--- src/rtl/accel_tile_sched_if.sv ---
// accel_tile_sched_if: loader, storer and ap_ctrl_hs kernel handshakes seen by the tile scheduler
interface accel_tile_sched_if;
  logic        ld_req;
  logic [63:0] ld_addr;
  logic        ld_done;
  logic        st_req;
  logic [63:0] st_addr;
  logic        st_done;
  logic        ap_start;
  logic        ap_ready;
  logic        ap_done;
  modport master(output ld_req, ld_addr, st_req, st_addr, ap_start,
                 input ld_done, st_done, ap_ready, ap_done);
  modport slave(input ld_req, ld_addr, st_req, st_addr, ap_start,
                output ld_done, st_done, ap_ready, ap_done);
endinterface

--- src/rtl/accel_tile_sched.sv ---
// accel_tile_sched: per-tile load / kernel run / store sequencer with phase profiling and hang detection
module accel_tile_sched #(
  parameter int TILE_WID = 16,
  parameter int TIMEOUT  = 1000000
) (
  input  logic                clk,
  input  logic                reset,
  input  logic                start,
  input  logic [63:0]         read_base,
  input  logic [63:0]         write_base,
  input  logic [63:0]         tile_stride,
  input  logic [TILE_WID-1:0] num_tiles,
  accel_tile_sched_if.master  bus,
  output logic                busy,
  output logic                done,
  output logic                err,
  output logic [TILE_WID-1:0] tile_idx,
  output logic [63:0]         cyc_load,
  output logic [63:0]         cyc_kern,
  output logic [63:0]         cyc_store
);
  localparam logic [2:0] IDLE = 3'd0, LOAD = 3'd1, KSTART = 3'd2, KRUN = 3'd3,
                         STORE = 3'd4, NEXT = 3'd5, FIN = 3'd6;
  localparam int HW = (TIMEOUT > 1) ? $clog2(TIMEOUT) + 1 : 1;
  logic [2:0]          state_q, state_d;
  logic [63:0]         rb_q, rb_d, wb_q, wb_d, stride_q, stride_d, off_q, off_d;
  logic [TILE_WID-1:0] nt_q, nt_d, tile_idx_q, tile_idx_d;
  logic [HW-1:0]       hang_q, hang_d;
  logic [63:0]         cyc_load_q, cyc_load_d, cyc_kern_q, cyc_kern_d, cyc_store_q, cyc_store_d;
  logic [63:0]         ld_addr_q, st_addr_q;
  logic                busy_q, busy_d, done_q, err_q, err_d, ld_req_q, st_req_q, ap_start_q;
  logic                go, adv, in_k, hang_hit, timed_out;
  assign go       = state_q == IDLE && start;
  assign in_k     = state_q == KSTART || state_q == KRUN;
  assign hang_hit = (TIMEOUT != 0) && (hang_q == HW'(TIMEOUT - 1));
  // ap_done wins over a timeout landing in the same cycle
  always_comb begin
    state_d = state_q;
    case (state_q)
      IDLE:    state_d = !start ? IDLE : (num_tiles == '0) ? FIN : LOAD;
      LOAD:    state_d = bus.ld_done ? KSTART : LOAD;
      KSTART:  state_d = (bus.ap_ready && bus.ap_done) ? STORE : hang_hit ? FIN : bus.ap_ready ? KRUN : KSTART;
      KRUN:    state_d = bus.ap_done ? STORE : hang_hit ? FIN : KRUN;
      STORE:   state_d = bus.st_done ? NEXT : STORE;
      NEXT:    state_d = (tile_idx_q + TILE_WID'(1) == nt_q) ? FIN : LOAD;
      default: state_d = IDLE;
    endcase
  end
  assign adv         = state_q == NEXT && state_d == LOAD;
  assign timed_out   = in_k && state_d == FIN;
  assign rb_d        = go ? read_base : rb_q;
  assign wb_d        = go ? write_base : wb_q;
  assign stride_d    = go ? tile_stride : stride_q;
  assign nt_d        = go ? num_tiles : nt_q;
  // running offset equals tile_idx * tile_stride without a multiplier
  assign off_d       = go ? '0 : adv ? off_q + stride_q : off_q;
  assign tile_idx_d  = go ? '0 : adv ? tile_idx_q + TILE_WID'(1) : tile_idx_q;
  assign err_d       = go ? 1'b0 : timed_out ? 1'b1 : err_q;
  assign busy_d      = state_q != IDLE || start;
  assign hang_d      = in_k ? hang_q + HW'(1) : '0;
  assign cyc_load_d  = go ? '0 : cyc_load_q + 64'(state_q == LOAD);
  assign cyc_kern_d  = go ? '0 : cyc_kern_q + 64'(in_k);
  assign cyc_store_d = go ? '0 : cyc_store_q + 64'(state_q == STORE);
  always_ff @(posedge clk) begin
    if (reset) begin
      state_q     <= IDLE;
      rb_q        <= '0;
      wb_q        <= '0;
      stride_q    <= '0;
      nt_q        <= '0;
      off_q       <= '0;
      tile_idx_q  <= '0;
      hang_q      <= '0;
      err_q       <= 1'b0;
      busy_q      <= 1'b0;
      done_q      <= 1'b0;
      cyc_load_q  <= '0;
      cyc_kern_q  <= '0;
      cyc_store_q <= '0;
      ld_req_q    <= 1'b0;
      st_req_q    <= 1'b0;
      ap_start_q  <= 1'b0;
      ld_addr_q   <= '0;
      st_addr_q   <= '0;
    end else begin
      state_q     <= state_d;
      rb_q        <= rb_d;
      wb_q        <= wb_d;
      stride_q    <= stride_d;
      nt_q        <= nt_d;
      off_q       <= off_d;
      tile_idx_q  <= tile_idx_d;
      hang_q      <= hang_d;
      err_q       <= err_d;
      busy_q      <= busy_d;
      done_q      <= state_q == FIN;
      cyc_load_q  <= cyc_load_d;
      cyc_kern_q  <= cyc_kern_d;
      cyc_store_q <= cyc_store_d;
      ld_req_q    <= state_d == LOAD;
      st_req_q    <= state_d == STORE;
      ap_start_q  <= state_d == KSTART;
      ld_addr_q   <= rb_d + off_d;
      st_addr_q   <= wb_d + off_d;
    end
  end
  assign bus.ld_req   = ld_req_q;
  assign bus.ld_addr  = ld_addr_q;
  assign bus.st_req   = st_req_q;
  assign bus.st_addr  = st_addr_q;
  assign bus.ap_start = ap_start_q;
  assign busy         = busy_q;
  assign done         = done_q;
  assign err          = err_q;
  assign tile_idx     = tile_idx_q;
  assign cyc_load     = cyc_load_q;
  assign cyc_kern     = cyc_kern_q;
  assign cyc_store    = cyc_store_q;
endmodule

--- src/flat_wrapper.sv ---
// flat-port wrapper written by rule: the top's interface ports become plain ports
module accel_tile_sched_flat 
#(
  parameter int TILE_WID = 16,
  parameter int TIMEOUT  = 1000000
)
  (clk, reset, start, read_base, write_base, tile_stride, num_tiles, busy, done, err, tile_idx, cyc_load, cyc_kern, cyc_store, bus_ld_req, bus_ld_addr, bus_st_req, bus_st_addr, bus_ap_start, bus_ld_done, bus_st_done, bus_ap_ready, bus_ap_done);
  accel_tile_sched_if bus_i ();
  input  logic clk;
  input  logic reset;
  input  logic start;
  input  logic [63:0] read_base;
  input  logic [63:0] write_base;
  input  logic [63:0] tile_stride;
  input  logic [TILE_WID-1:0] num_tiles;
  output logic busy;
  output logic done;
  output logic err;
  output logic [TILE_WID-1:0] tile_idx;
  output logic [63:0] cyc_load;
  output logic [63:0] cyc_kern;
  output logic [63:0] cyc_store;
  output wire logic [$bits(bus_i.ld_req)-1:0] bus_ld_req;
  output wire logic [$bits(bus_i.ld_addr)-1:0] bus_ld_addr;
  output wire logic [$bits(bus_i.st_req)-1:0] bus_st_req;
  output wire logic [$bits(bus_i.st_addr)-1:0] bus_st_addr;
  output wire logic [$bits(bus_i.ap_start)-1:0] bus_ap_start;
  input wire logic [$bits(bus_i.ld_done)-1:0] bus_ld_done;
  input wire logic [$bits(bus_i.st_done)-1:0] bus_st_done;
  input wire logic [$bits(bus_i.ap_ready)-1:0] bus_ap_ready;
  input wire logic [$bits(bus_i.ap_done)-1:0] bus_ap_done;
  assign bus_ld_req = bus_i.ld_req;
  assign bus_ld_addr = bus_i.ld_addr;
  assign bus_st_req = bus_i.st_req;
  assign bus_st_addr = bus_i.st_addr;
  assign bus_ap_start = bus_i.ap_start;
  assign bus_i.ld_done = bus_ld_done;
  assign bus_i.st_done = bus_st_done;
  assign bus_i.ap_ready = bus_ap_ready;
  assign bus_i.ap_done = bus_ap_done;
  accel_tile_sched #(.TILE_WID(TILE_WID), .TIMEOUT(TIMEOUT)) u_core (.clk(clk), .reset(reset), .start(start), .read_base(read_base), .write_base(write_base), .tile_stride(tile_stride), .num_tiles(num_tiles), .bus(bus_i), .busy(busy), .done(done), .err(err), .tile_idx(tile_idx), .cyc_load(cyc_load), .cyc_kern(cyc_kern), .cyc_store(cyc_store));
endmodule
--- config.mk ---
export PLATFORM = sky130hd
export DESIGN_NAME = accel_tile_sched_flat
export DESIGN_NICKNAME = d
export VERILOG_FILES = /design/src/rtl/accel_tile_sched_if.sv /design/src/rtl/accel_tile_sched.sv /design/src/flat_wrapper.sv
export SDC_FILE = /design/constraint.sdc
export NUM_CORES = 2
export LEC_CHECK = 0
export ABC_AREA = 1
export BUFFER_PORTS_ARGS = -buffer_cell sky130_fd_sc_hd__buf_4
export CAP_MARGIN = 15
export CORE_ASPECT_RATIO = 1.5
export CORE_MARGIN = 2
export CORE_UTILIZATION = 57
export CTS_CLUSTER_SIZE = 16
export DETAILED_ROUTE_END_ITERATION = 10
export PLACE_DENSITY = 0.76
export SYNTH_ARGS = -nofsm -noshare
export SYNTH_HDL_FRONTEND = slang
export SYNTH_SLANG_ARGS = --single-unit
--- constraint.sdc ---
create_clock -name clk -period 7.4 [get_ports clk]
set_input_delay 1.11 -clock clk [delete_from_list [all_inputs] [get_ports clk]]
set_output_delay 1.11 -clock clk [all_outputs]
set_load 0.05 [all_outputs]
After elaboration in Yosys (flattened, before gate mapping). Index checks and enable logic that the tools add are counted.

Add/subtract/negate cells: 8. $mul: 0. Div/mod/pow operators: 0. $lt $le $gt $ge: 0. Equality and inequality tests: 12. Shifts and indexed selects: 0. Muxes and demuxes: 15. Bitwise operators: 1. Reduce and logical (&&, ||, !) cells: 11.

Operator list (count): $mux 64 (4); $add 64x1->64 (3); $add 64x64->64 (3); $add 21x1->21 const B (1); $eq 21x20->1 const B (1); $mux 3 (7); $pmux 3 s6 (1); $add 16x1->16 const B (1); $eq 16x16->1 (1); $logic_not 16->1 (1); $eq 3x3->1 const B (5); $eq 3x2->1 const B (3); $eq 3x1->1 const B (2); $logic_and 1x1->1 (4); $reduce_or 2->1 (2); $logic_not 3->1 (1); $reduce_bool 3->1 (1); $logic_or 1x1->1 (2); $mux 1 (2); $mux 2 (1); $not 1->1 (1).

Register bits: 638. Latch bits: 0. Memory bits (writable): 0. ROM bits: 0. Bits of input ports: 215. Output and inout bits: 342. Word-level logic and storage cells: 66. Memories: 0.

Longest topological paths before layout.
Word-level depth: 9. Gate-level depth with buffers: 34. Depth with buffers taken out: 33.

Worst setup path after synthesis. Ideal clock, no wire load.

Path type: register to register. From: reg u_core.tile_idx_q[0] (netlist: u_core.tile_idx[0]). To: reg u_core.st_addr_q[40] (netlist: u_core.bus.st_addr[40]). Setup time: 113 ps. Arrival: 4570 ps. Data required time: 7287 ps. Slack: 2717 ps. Cell stages (with the launch flop): 31. Path buffers: 1. Clock period less this slack: 4683 ps. Cell sequence: dfxtp_1 > ha_1 > nand3_1 > nor2_1 > nand2_1 > nand3_1 > nand2_1 > nor2_1 > nand2_1 > nor2_1 > nand3_2 > nand2_4 > buf_2 > nor2_1 > nor3_1 > fa_1 > nand2_1 > nand3_1 > o21ai_0 > inv_1 > nand2_1 > nand2_1 > inv_1 > o21ai_0 > a21oi_1 > inv_1 > a21oi_1 > o21ai_0 > nand2_1 > nand2_1 > nor2_1.

Cells in the longest elaborated chain, start to end: 9.

RTL lines: from (decl) (RTL line accel_tile_sched.sv:27) `logic [TILE_WID-1:0] nt_q, nt_d, tile_idx_q, tile_idx_d;`; from (signal assigned) (RTL line accel_tile_sched.sv:92) `tile_idx_q <= tile_idx_d;`; $add 16x1->16 (RTL line accel_tile_sched.sv:45) `NEXT: state_d = (tile_idx_q + TILE_WID'(1) == nt_q) ? FIN : LOAD;`; $eq 16x16->1 (RTL line accel_tile_sched.sv:45); $mux 3 (RTL line accel_tile_sched.sv:45); $pmux 3 s6 (RTL line accel_tile_sched.sv:39) `case (state_q)`; $eq 3x1->1 (RTL line accel_tile_sched.sv:49) `assign adv = state_q == NEXT && state_d == LOAD;`; $logic_and 1x1->1 (RTL line accel_tile_sched.sv:49); $mux 64 (2 in a row) (RTL line accel_tile_sched.sv:56) `assign off_d = go ? '0 : adv ? off_q + stride_q : off_q;`; named net u_core.off_d[1] (RTL line accel_tile_sched.sv:26) `logic [63:0] rb_q, rb_d, wb_q, wb_d, stride_q, stride_d, off_q, off_d;`; $add 64x64->64 (RTL line accel_tile_sched.sv:104) `st_addr_q <= wb_d + off_d;`; to (signal assigned) (RTL line accel_tile_sched.sv:104); to (decl) (RTL line accel_tile_sched.sv:30) `logic [63:0] ld_addr_q, st_addr_q;`.

The timed path passes the listed nets, and every way through them passes these cells. A chain may end at the register's enable or synchronous reset.

Worst setup path in the final report.
From: reg u_core.tile_idx_q[0] (netlist: u_core.tile_idx[0]). To: reg u_core.st_addr_q[36] (netlist: u_core.bus.st_addr[36]).

The elaborated chain is that of the path after synthesis.

==> metrics.txt <==
# TYPE chip_impl_metric gauge
chip_impl_info{name="postSynth.topFlopCell",value="sky130_fd_sc_hd__dfxtp_1"} 1
chip_impl_metric{name="numClockSinks",unit=""} 638
chip_impl_info{name="cts.root.buffer_cell",value="sky130_fd_sc_hd__clkbuf_16"} 1
chip_impl_metric{name="synth_cells",unit=""} 6091
chip_impl_metric{name="layout-area-overhead-vs-synth",unit="%"} 17.92
chip_impl_metric{name="synth_cell_type_count",unit=""} 59
chip_impl_metric{name="clock_path_buffers",unit=""} 3
chip_impl_metric{name="setup_viol_count_final",unit=""} 0
chip_impl_info{name="top_cell_by_count_worst_path",value="sky130_fd_sc_hd__a21oi_1"} 1
chip_impl_metric{name="post_cts_resized",unit=""} 0
chip_impl_metric{name="critical_path_arrival",unit="ns"} 7.01
chip_impl_metric{name="yosys_register_bits",unit=""} 638
chip_impl_metric{name="footprint_of_the_multi_input_gates",unit="mm2"} 0.02293
chip_impl_metric{name="number_of_drc_violations_after_detailed_routing_iteration_0",unit=""} 4026
chip_impl_metric{name="grt_start_max_net_pins",unit=""} 197
chip_impl_metric{name="synth-edff-count",unit=""} 0
chip_impl_metric{name="timing_worst_slew_pin_value",unit="ns"} 1.214
chip_impl_metric{name="place.detailed.hpwl",unit="um"} 125600
chip_impl_info{name="critical_path_cell_by_cell",value="ha_1 -> nand3_1 -> nor2_1 -> nand2_1 -> nand3_1 -> nand2_1 -> nor2_1 -> nand2_1 -> nor2_1 -> nand3_2 -> nand2_4 -> buf_4 -> nor2_1 -> nor3_1 -> ha_1 -> a21oi_1 -> o21ai_0 -> a21oi_1 -> o21ai_0 -> a21oi_1 -> o21ai_0 -> a21oi_1 -> o21ai_0 -> a21oi_1"} 1
chip_impl_metric{name="detailroute.via_count",unit=""} 44053
chip_impl_metric{name="postCtsHoldBufs",unit=""} 0
chip_impl_metric{name="vias_per_cell",unit=""} 5.836
chip_impl_info{name="slowest_stage",value="sky130_fd_sc_hd__nor3_1"} 1
chip_impl_metric{name="dieHeight",unit="um"} 327.9
chip_impl_metric{name="gpl_wtd_cong",unit=""} 1.065
chip_impl_info{name="holdCritPathClass",value="register to register"} 1
chip_impl_metric{name="fp.dieW",unit="um"} 220.0
chip_impl_info{name="critical_path.top_delay_family",value="simple AND/OR/NAND/NOR gates"} 1
chip_impl_metric{name="whs",unit="ns"} 0.4579
chip_impl_metric{name="final-hold-violation-count",unit=""} 0
chip_impl_metric{name="worst_skew_pair.late_latency",unit="ns"} 0.70
chip_impl_info{name="worst-setup-path-type",value="register to register"} 1
chip_impl_metric{name="grt_antenna_before_repair",unit=""} 2
chip_impl_metric{name="overflow",unit=""} 0
chip_impl_metric{name="cts_made_buffers",unit=""} 61
chip_impl_metric{name="fin_setup_tns",unit="ns"} 0
chip_impl_info{name="outcome",value="completed"} 1
chip_impl_metric{name="cts-htree-levels",unit=""} 2
chip_impl_metric{name="ios",unit=""} 557
chip_impl_info{name="crit_path_end_kind",value="register"} 1
chip_impl_metric{name="wirelength",unit="um"} 157600
chip_impl_info{name="setup.worst_path.start_class",value="register"} 1
chip_impl_metric{name="ys_seq_area_frac",unit=""} 0.3203
chip_impl_metric{name="num-fill-cells",unit=""} 6116
chip_impl_metric{name="cap_violations",unit=""} 0
chip_impl_metric{name="ys_async_sr_fraction",unit=""} 0
chip_impl_metric{name="critical_path.n_buffers_inverters",unit=""} 1
chip_impl_metric{name="portBuffers",unit=""} 556
chip_impl_metric{name="seq_area",unit="mm2"} 0.01277
chip_impl_metric{name="number_of_global_route_vias_before_repair",unit=""} 42953
chip_impl_metric{name="avgRoutedWirePerCell",unit="um"} 20.88
chip_impl_metric{name="timing_max_transition_violations_final",unit=""} 0
chip_impl_metric{name="synth_area_per_cell",unit="um2"} 6.547
chip_impl_metric{name="gr-usage-all-layers",unit=""} 0.4228
chip_impl_metric{name="final_cycle_share",unit=""} 0.8614
chip_impl_metric{name="power_per_unit_of_standard_cell_area",unit="mW/mm2"} 190.8
chip_impl_metric{name="fin_skew",unit="ns"} 0.03518
chip_impl_info{name="rsz0062_at_grt",value="no"} 1
chip_impl_metric{name="required",unit="ns"} 8.03
chip_impl_metric{name="drive_gt1_frac",unit=""} 0.1333
chip_impl_metric{name="syn-num-nets",unit=""} 6506
chip_impl_metric{name="fmaxAchievable",unit="MHz"} 156.9
chip_impl_info{name="cts_tree",value="yes"} 1
chip_impl_metric{name="floorplan.die_area",unit="mm2"} 0.07213
chip_impl_metric{name="wire_length_of_the_first_global_routing_pass",unit="um"} 235800
chip_impl_metric{name="netlist_area",unit="mm2"} 0.03988
chip_impl_metric{name="remaining_drc_errors",unit=""} 0
chip_impl_metric{name="design.final.nets",unit=""} 7013
chip_impl_metric{name="clkTransAtPathRegs",unit="ns"} 0.07
chip_impl_metric{name="cp_slowest_stage_delay",unit="ns"} 0.99
chip_impl_metric{name="crit_path_max_fanout",unit=""} 52
chip_impl_metric{name="drt.antenna.violating_nets",unit=""} 0
chip_impl_metric{name="peakVddDrop",unit="mV"} 0.2219
chip_impl_metric{name="static_leak",unit="nW"} 20.95
chip_impl_metric{name="postCtsSetupRepairBufs",unit=""} 0
chip_impl_metric{name="final_min_period",unit="ns"} 6.374
chip_impl_metric{name="drt_pre_antenna_iters",unit=""} 6
chip_impl_metric{name="start_util",unit=""} 0.5771
chip_impl_metric{name="slew_headroom",unit=""} 0.1845
chip_impl_metric{name="post_layout_power",unit="mW"} 8.970
chip_impl_metric{name="core-area",unit="mm2"} 0.06910
chip_impl_metric{name="fp-row-count",unit=""} 118
chip_impl_metric{name="yosys_warnings",unit=""} 0
-- area by class of cell --
class | instances | area share
tap | 900 | 0.02395
clock buffer | 76 | 0.03451
antenna | 3 | 0.0001597
timing repair buffer | 598 | 0.09670
inverter | 949 | 0.07594
sequential | 638 | 0.2716
clock inverter | 35 | 0.009393
multi-input combinational | 4350 | 0.4877
-- Yosys cell counts, types with 3 or more instances --
| cell | n | area [um2] |
|---|---|---|
| sky130_fd_sc_hd__nand2_1 | 1048 | 3934 |
| sky130_fd_sc_hd__inv_1 | 946 | 3551 |
| sky130_fd_sc_hd__nor2_1 | 772 | 2898 |
| sky130_fd_sc_hd__a21oi_1 | 713 | 3568 |
| sky130_fd_sc_hd__dfxtp_1 | 638 | 12770 |
| sky130_fd_sc_hd__o21ai_0 | 327 | 1637 |
| sky130_fd_sc_hd__nor3_1 | 217 | 1086 |
| sky130_fd_sc_hd__ha_1 | 197 | 2465 |
| sky130_fd_sc_hd__nand3_1 | 192 | 960.9 |
| sky130_fd_sc_hd__or2_2 | 157 | 982.2 |
| sky130_fd_sc_hd__clkbuf_1 | 133 | 499.2 |
| sky130_fd_sc_hd__a211oi_1 | 131 | 983.4 |
| sky130_fd_sc_hd__nor4_1 | 109 | 681.9 |
| sky130_fd_sc_hd__xor2_1 | 87 | 762.0 |
| sky130_fd_sc_hd__nand4_1 | 80 | 500.5 |
| sky130_fd_sc_hd__a31oi_1 | 44 | 275.3 |
| sky130_fd_sc_hd__o21a_1 | 39 | 292.8 |
| sky130_fd_sc_hd__a21o_1 | 36 | 270.3 |
| sky130_fd_sc_hd__nor3b_1 | 28 | 210.2 |
| sky130_fd_sc_hd__o21bai_1 | 28 | 210.2 |
| sky130_fd_sc_hd__xnor2_1 | 25 | 219.0 |
| sky130_fd_sc_hd__o21ai_1 | 20 | 100.1 |
| sky130_fd_sc_hd__and3_1 | 12 | 75.07 |
| sky130_fd_sc_hd__nand3b_1 | 10 | 75.07 |
| sky130_fd_sc_hd__o211ai_1 | 10 | 75.07 |
| sky130_fd_sc_hd__buf_2 | 9 | 45.04 |
| sky130_fd_sc_hd__a21boi_0 | 8 | 60.06 |
| sky130_fd_sc_hd__a221oi_1 | 8 | 70.07 |
| sky130_fd_sc_hd__nor2_2 | 7 | 43.79 |
| sky130_fd_sc_hd__nor4_2 | 7 | 87.58 |
| sky130_fd_sc_hd__buf_1 | 5 | 18.77 |
| sky130_fd_sc_hd__buf_4 | 5 | 37.54 |
| sky130_fd_sc_hd__o31ai_1 | 5 | 37.54 |
| sky130_fd_sc_hd__fa_1 | 3 | 60.06 |
| sky130_fd_sc_hd__or3_1 | 3 | 18.77 |
-- per-layer routing --
layer / vias to the layer above / track usage / wire length [um]
met5: - / 0 / 12
met1: 20187 / 0.4483 / 54680
li1: 21144 / - / -
met3: 650 / 0.07454 / 12950
met2: 2070 / 0.7214 / 73660
met4: 2 / 0.3607 / 16290
-- worst reg2reg max path: cells and delay by family, from the launching register on --
kind,cells,cell delay [ns]
simple gates,12,2.38
buf+inv,1,0.51
compound gates,9,2.23
fa+ha+maj,2,0.73
flops,1,0.48
-- cell usage in the layout, fill, tap and decap left out, types with 10 or more instances in the layout --
| master | instances |
|---|---|
| sky130_fd_sc_hd__clkbuf_16 | 61 |
| sky130_fd_sc_hd__nand3b_1 | 10 |
| sky130_fd_sc_hd__nand3_1 | 192 |
| sky130_fd_sc_hd__nand4_1 | 80 |
| sky130_fd_sc_hd__nor3_1 | 217 |
| sky130_fd_sc_hd__xor2_1 | 87 |
| sky130_fd_sc_hd__a21o_1 | 36 |
| sky130_fd_sc_hd__a31oi_1 | 44 |
| sky130_fd_sc_hd__and3_1 | 12 |
| sky130_fd_sc_hd__dfxtp_1 | 638 |
| sky130_fd_sc_hd__o211ai_1 | 10 |
| sky130_fd_sc_hd__clkinv_2 | 11 |
| sky130_fd_sc_hd__a21oi_1 | 713 |
| sky130_fd_sc_hd__nor4_1 | 109 |
| sky130_fd_sc_hd__nor2_1 | 772 |
| sky130_fd_sc_hd__o21a_1 | 39 |
| sky130_fd_sc_hd__o21ai_0 | 327 |
| sky130_fd_sc_hd__or2_2 | 157 |
| sky130_fd_sc_hd__inv_1 | 944 |
| sky130_fd_sc_hd__o21ai_1 | 20 |
| sky130_fd_sc_hd__o21bai_1 | 28 |
| sky130_fd_sc_hd__nand2_1 | 1046 |
| sky130_fd_sc_hd__xnor2_1 | 25 |
| sky130_fd_sc_hd__clkbuf_1 | 11 |
| sky130_fd_sc_hd__buf_4 | 593 |
| sky130_fd_sc_hd__nor3b_1 | 28 |
| sky130_fd_sc_hd__ha_1 | 197 |
| sky130_fd_sc_hd__a211oi_1 | 131 |
-- power breakdown --
group | switching (mW) | internal (mW) | total, mW
Sequential | 0.0966 | 3.63 | 3.73
Clock | 1.53 | 1.82 | 3.36
Combinational | 1.29 | 0.592 | 1.89
-- cell families (layout without fill, tap and decap cells) --
kind of cell / count (synthesis) / in the layout / share of synthesized area
buf+inv: 1103 / 1658 / 0.1050
fa+ha+maj: 200 / 200 / 0.06332
simple gates: 2658 / 2658 / 0.2936
xor+xnor: 114 / 114 / 0.02576
other cells: 0 / 3 / 0
compound gates: 1378 / 1378 / 0.1921
flops: 638 / 638 / 0.3203
-- path summary, 6_finish.rpt --
path | startpoint | to | slack (ns) | cells after the start
setup / recovery | u_core.tile_idx[0] | u_core.bus.st_addr[36] | 1.03 | 24
hold / removal | u_core.hang_q[0] | u_core.hang_q[0] | 0.46 | 1
hold reg to reg | u_core.hang_q[0] | u_core.hang_q[0] | 0.46 | 1
setup reg to reg | u_core.tile_idx[0] | u_core.bus.st_addr[36] | 1.03 | 24
-- flip-flops by register name, indices dropped and copies added (netlist names), 3 cells and up --
| register | count |
|---|---|
| u_core.rb_q | 64 |
| u_core.cyc_kern | 64 |
| u_core.bus.st_addr | 64 |
| u_core.cyc_store | 64 |
| u_core.cyc_load | 64 |
| u_core.nt_q | 16 |
| u_core.stride_q | 64 |
| u_core.state_q | 3 |
| u_core.off_q | 64 |
| u_core.bus.ld_addr | 64 |
| u_core.hang_q | 21 |
| u_core.tile_idx | 16 |
| u_core.wb_q | 64 |
-- stage by stage --
stage	cells	instance area, um2	utilization	setup WS (ns)
floorplan	6091	39880	-	2.717
global placement	7435	44950	0.6505	1.410
detailed placement	7435	44950	0.6505	1.323
CTS	7546	47010	0.6804	1.310
global route	7547	47020	0.6804	0.7067
finish	7549	47020	0.6805	1.026
Power figures use the tool's default switching activity.
